<file path="src/rtl/regfile_pkg.sv">
// Shared register-file constants, writeback requester indices and the request payload type.
package regfile_pkg;

  localparam int unsigned REG_ADDR_W = 5;
  localparam int unsigned REG_DATA_W = 32;
  localparam int unsigned NUM_REGS   = 32;
  localparam int unsigned WAIT_W     = 4;

  localparam int unsigned WB_LOAD   = 0;
  localparam int unsigned WB_ALU    = 1;
  localparam int unsigned WB_MULDIV = 2;

  typedef struct packed {
    logic [REG_ADDR_W-1:0] dest;
    logic [REG_DATA_W-1:0] data;
  } wb_req_t;

endpackage

</file>
<file path="src/rtl/regfile_wb_slot.sv">
// One-entry writeback holding slot with a saturating wait counter used for starvation relief.
module regfile_wb_slot
  import regfile_pkg::*;
#(
  parameter int unsigned StarveLimit = 4
) (
  input  logic    clk_i,
  input  logic    rst_i,
  input  logic    push_i,
  input  wb_req_t req_i,
  input  logic    grant_i,
  output logic    full_o,
  output wb_req_t entry_o,
  output logic    urgent_o
);

  logic              full_q, full_d;
  wb_req_t           entry_q, entry_d;
  logic [WAIT_W-1:0] wait_q, wait_d;

  always_comb begin
    full_d  = full_q;
    entry_d = entry_q;
    wait_d  = wait_q;
    if (grant_i) begin
      full_d = 1'b0;
      wait_d = '0;
    end else if (full_q && (wait_q != '1)) begin
      wait_d = wait_q + WAIT_W'(1);
    end
    // A push in the same cycle as a grant refills the slot behind the departing entry.
    if (push_i) begin
      full_d  = 1'b1;
      entry_d = req_i;
      wait_d  = '0;
    end
  end

  always_ff @(posedge clk_i) begin
    if (rst_i) begin
      full_q  <= 1'b0;
      entry_q <= '0;
      wait_q  <= '0;
    end else begin
      full_q  <= full_d;
      entry_q <= entry_d;
      wait_q  <= wait_d;
    end
  end

  assign full_o   = full_q;
  assign entry_o  = entry_q;
  assign urgent_o = full_q && (wait_q >= WAIT_W'(StarveLimit));

endmodule

</file>
<file path="src/rtl/regfile_wb_arbiter.sv">
// Arbitrates NREQ writeback slots onto the register file's single registered write port.
module regfile_wb_arbiter
  import regfile_pkg::*;
#(
  parameter int unsigned NREQ         = 3,
  parameter int unsigned STARVE_LIMIT = 4
) (
  input  logic                       clock,
  input  logic                       reset,
  input  logic [NREQ-1:0]            req_valid,
  input  logic [NREQ*REG_ADDR_W-1:0] req_dest,
  input  logic [NREQ*REG_DATA_W-1:0] req_data,
  output logic [NREQ-1:0]            req_ready,
  output logic [REG_ADDR_W-1:0]      d,
  output logic [REG_DATA_W-1:0]      rd,
  output logic                       rwe,
  output logic                       busy
);

  logic [NREQ-1:0] full, urgent, grant, push;
  wb_req_t         slot_entry [NREQ];
  wb_req_t         slot_req   [NREQ];
  logic            found;

  logic [REG_ADDR_W-1:0] d_q, d_d;
  logic [REG_DATA_W-1:0] rd_q, rd_d;
  logic                  rwe_q, rwe_d;

  // Urgent slots pre-empt base priority; lowest index wins within each class.
  always_comb begin
    grant = '0;
    found = 1'b0;
    for (int unsigned i = 0; i < NREQ; i++) begin
      if (urgent[i] && !found) begin
        grant[i] = 1'b1;
        found    = 1'b1;
      end
    end
    for (int unsigned i = 0; i < NREQ; i++) begin
      if (full[i] && !found) begin
        grant[i] = 1'b1;
        found    = 1'b1;
      end
    end
  end

  // Writes to r0 are handshaked but never occupy a slot.
  always_comb begin
    for (int unsigned i = 0; i < NREQ; i++) begin
      req_ready[i]     = !reset && (!full[i] || grant[i]);
      slot_req[i].dest = req_dest[REG_ADDR_W*i +: REG_ADDR_W];
      slot_req[i].data = req_data[REG_DATA_W*i +: REG_DATA_W];
      push[i]          = req_valid[i] && req_ready[i] && (slot_req[i].dest != '0);
    end
  end

  for (genvar g = 0; g < NREQ; g++) begin : g_slot
    regfile_wb_slot #(
      .StarveLimit(STARVE_LIMIT)
    ) u_slot (
      .clk_i   (clock),
      .rst_i   (reset),
      .push_i  (push[g]),
      .req_i   (slot_req[g]),
      .grant_i (grant[g]),
      .full_o  (full[g]),
      .entry_o (slot_entry[g]),
      .urgent_o(urgent[g])
    );
  end

  always_comb begin
    d_d   = d_q;
    rd_d  = rd_q;
    rwe_d = 1'b0;
    for (int unsigned i = 0; i < NREQ; i++) begin
      if (grant[i]) begin
        d_d   = slot_entry[i].dest;
        rd_d  = slot_entry[i].data;
        rwe_d = 1'b1;
      end
    end
  end

  always_ff @(posedge clock) begin
    if (reset) begin
      d_q   <= '0;
      rd_q  <= '0;
      rwe_q <= 1'b0;
    end else begin
      d_q   <= d_d;
      rd_q  <= rd_d;
      rwe_q <= rwe_d;
    end
  end

  assign d    = d_q;
  assign rd   = rd_q;
  assign rwe  = rwe_q;
  assign busy = (|full) || rwe_q;

endmodule
</file>
<file path="config.mk">
export PLATFORM = sky130hd
export DESIGN_NAME = regfile_wb_arbiter
export DESIGN_NICKNAME = d
export VERILOG_FILES = /design/src/rtl/regfile_pkg.sv /design/src/rtl/regfile_wb_slot.sv /design/src/rtl/regfile_wb_arbiter.sv
export SDC_FILE = /design/constraint.sdc
export NUM_CORES = 1
export LEC_CHECK = 0
export CAP_MARGIN = 10
export CORE_MARGIN = 5
export CORE_UTILIZATION = 53
export CTS_CLUSTER_SIZE = 14
export DETAILED_ROUTE_END_ITERATION = 7
export HOLD_SLACK_MARGIN = 0.02
export PLACE_DENSITY = 0.83
export SLEW_MARGIN = 40
export SYNTH_ARGS = -nofsm -noshare
export SYNTH_HDL_FRONTEND = slang
export SYNTH_HIERARCHICAL = 1
export SYNTH_SLANG_ARGS = --single-unit
</file>
<file path="constraint.sdc">
create_clock -name clock -period 4 [get_ports clock]
set_clock_uncertainty 0.15 [all_clocks]
set_input_delay 0.8 -clock clock [delete_from_list [all_inputs] [get_ports clock]]
set_output_delay 0.8 -clock clock [all_outputs]
set_load 0.005 [all_outputs]
</file>
==> metrics.cfg, run 1 <==
[place]
dp_hpwl_mm = 12.1
place_area_mm2 = 0.00804
port_buffers = 157
gp_congestion = 0.812

[setup_path]
worst-setup-path-type = reg2out
crit_fanout = 9
critPathLaunchType = register
worstPathArrival_ns = 2.48
required_ns = 3.05
crit_path_end_kind = primary output

[cells_and_area]
nFillCells = 884
layout-drive-gt1-share_pct = 7.09
fin_area_mm2 = 0.00864
final_common_cell = dfxtp_1
n_antenna_cell = 0
nets = 896
layout_common_cells = 164 x dfxtp_1, 156 x clkdlybuf4s50_1, 148 x mux2i_1
area_growth_pct = 33.7

[floorplanning]
ios = 158
dieArea_mm2 = 0.0145
die-height_um = 120
row_count = 40
initial_core_util_pct = 53.8
die_x_um = 120
core_mm2 = 0.0120

[hold_path]
min_path_type = reg2reg

[drt]
drc = 0
via_count = 5262
wirelength_mm = 17.2
vias_per_cell = 5.62
drtAntennaViolNets = 0
wl_per_cell_um = 18.3
first_pass_iters = 5
initialDrtViolationCount = 360

[global_route]
antenna_found_initial = 0
track_usage_pct = 24.1
grt_pass1_wl_mm = 27.5
grt_pass1_vias = 5584
overflow = 0
grt_start_max_net_pins = 67

[timing]
grt_setup_unrepaired = false
hold_viol = 0
min_period_over_period_pct = 85.7
fmax_mhz = 292
tightest_slew_ns = 0.835
finalSetupViolCount = 0
maxSlewViolCount = 0
fin_crit_ns = 3.43
slew_headroom_pct = 44.3
setup_tns_ns = 0

[power_and_ir_drop]
power_leakage_nw = 3.44
ir_worst_vdd_uv = 300
design_power_total_mw = 3.84
powerDensity_mw_per_mm2 = 444

[clocking]
cts.sinks = 164
clockBufferDepth = 2
worstSkewPairLatency_ns = 0.42
cts_root_buffer = clkbuf_16
path_clk_slew_ns = 0.06
cts_resized = 0
numCtsBuffers = 17
cts_setup_buffers = 0
cts_tree = yes
htreeDepth = 4
cts_hold_buf = 0

[logic_synthesis]
syn_area_per_cell_um2 = 10.3
syn_inst = 630
yosysUniqueCellTypes = 30
synth.net_count = 749
synth_seq_cells = 164
yosys_warnings = 6
netlist_area_mm2 = 0.00647
ys_seq_area_share_pct = 50.8

[run]
drv_cap = 0

[status]
status = complete, no violations

## power breakdown
part,switching (mW),leakage (nW),internal (mW),total [mW]
registers,0.0502,1.34,1.71,1.76
clock network,0.613,0.296,1.01,1.62
logic,0.212,1.81,0.249,0.461
total,0.876,3.44,2.97,3.84
## cell usage after synthesis
cell / n / area, µm²
nand4_1: 3 / 18.8
o21ai_1: 7 / 35.0
buf_1: 3 / 11.3
buf_6: 9 / 101
mux2i_1: 148 / 1480
nand2_1: 1 / 3.75
nor3_1: 3 / 15.0
or3_4: 1 / 11.3
nand3b_1: 3 / 22.5
inv_2: 3 / 11.3
ha_1: 3 / 37.5
and4b_2: 3 / 33.8
nor2_1: 124 / 465
clkbuf_1: 7 / 26.3
o311a_1: 3 / 30.0
o21bai_1: 1 / 7.51
buf_2: 12 / 60.1
buf_4: 7 / 52.6
nor4_1: 1 / 6.26
or2_2: 4 / 25.0
a21oi_1: 19 / 95.1
o211a_1: 1 / 10.0
a22oi_1: 37 / 278
dfxtp_1: 164 / 3280
and3_1: 3 / 18.8
nor3b_1: 2 / 15.0
o21ai_0: 41 / 205
or3_1: 9 / 56.3
nor4b_4: 1 / 23.8
inv_1: 7 / 26.3
## flip-flops by register name, indices dropped and copies added (netlist names)
signal	flops
d	5
rd	32
g_slot.u_slot/entry_o	111
g_slot.u_slot/wait_q	12
g_slot.u_slot/full_o	3
rwe	1
## cell families (layout without fill, tap and decap cells)
| group | count (synthesis) | after routing | share of synthesized area [%] |
|---|---|---|---|
| mux | 148 | 148 | 22.9 |
| flops | 164 | 164 | 50.8 |
| simple gates | 158 | 158 | 11.1 |
| compound gates | 109 | 109 | 10.2 |
| fa+ha+maj | 3 | 3 | 0.580 |
| buf+inv | 48 | 208 | 4.47 |
## cell type report
cell class                 instances  area [µm²]  share of cell area (%)
sequential                       164        3280                    38.0
multi-input combinational        418        2910                    33.7
timing repair buffer             166        1640                    18.9
clock buffer                      21         460                    5.33
tap                              147         184                    2.13
clock inverter                    11         133                    1.53
inverter                          10        37.5                   0.434
## worst max-delay path, stage by stage (launching register included)
cell             delay, ns
dfxtp_1               0.49
inv_2                 0.09
nor2_1                0.44
o21ai_0               0.23
a21oi_1               0.26
clkdlybuf4s50_1       0.55
## routing by layer
metal  vias up  global-route usage, %  wire length [µm]
met4         0                   10.3               433
met1      2529                   29.1              7140
met2       179                   39.7              8420
li1       2521                      -                 -
met5         -                      0                 0
met3        33                   7.39              1150
## per-stage QoR
step | setup WS [ns] | instances | utilization [%] | hold WS [ns]
finish | 0.574 | 937 | 72.0 | 0.331
CTS | 0.594 | 936 | 71.9 | 0.337
floorplan | 1.57 | 630 | - | 0.297
global placement | 0.864 | 904 | 67.0 | 0.310
detailed placement | 0.796 | 904 | 67.0 | 0.322
global route | 0.317 | 937 | 72.0 | 0.360
## final timing paths
| check | startpoint | to | slack [ns] | depth (start not counted) |
|---|---|---|---|---|
| max | g_slot[2].u_slot/full_o | req_ready[2] | 0.57 | 5 |
| min | g_slot[2].u_slot/entry_o[33] | d[1] | 0.33 | 2 |
| max reg2reg | g_slot[2].u_slot/full_o | g_slot[2].u_slot/entry_o[23] | 0.73 | 8 |
| min reg2reg | g_slot[2].u_slot/entry_o[33] | d[1] | 0.33 | 2 |
(Power assumes the default switching activity.)
==> run 2, diff against run 1 <==
- CTS_CLUSTER_DIAMETER: default -> 40
==> results of run 2 <==
Same layout as run 1: the final DEF is identical, and so are final timing and power.
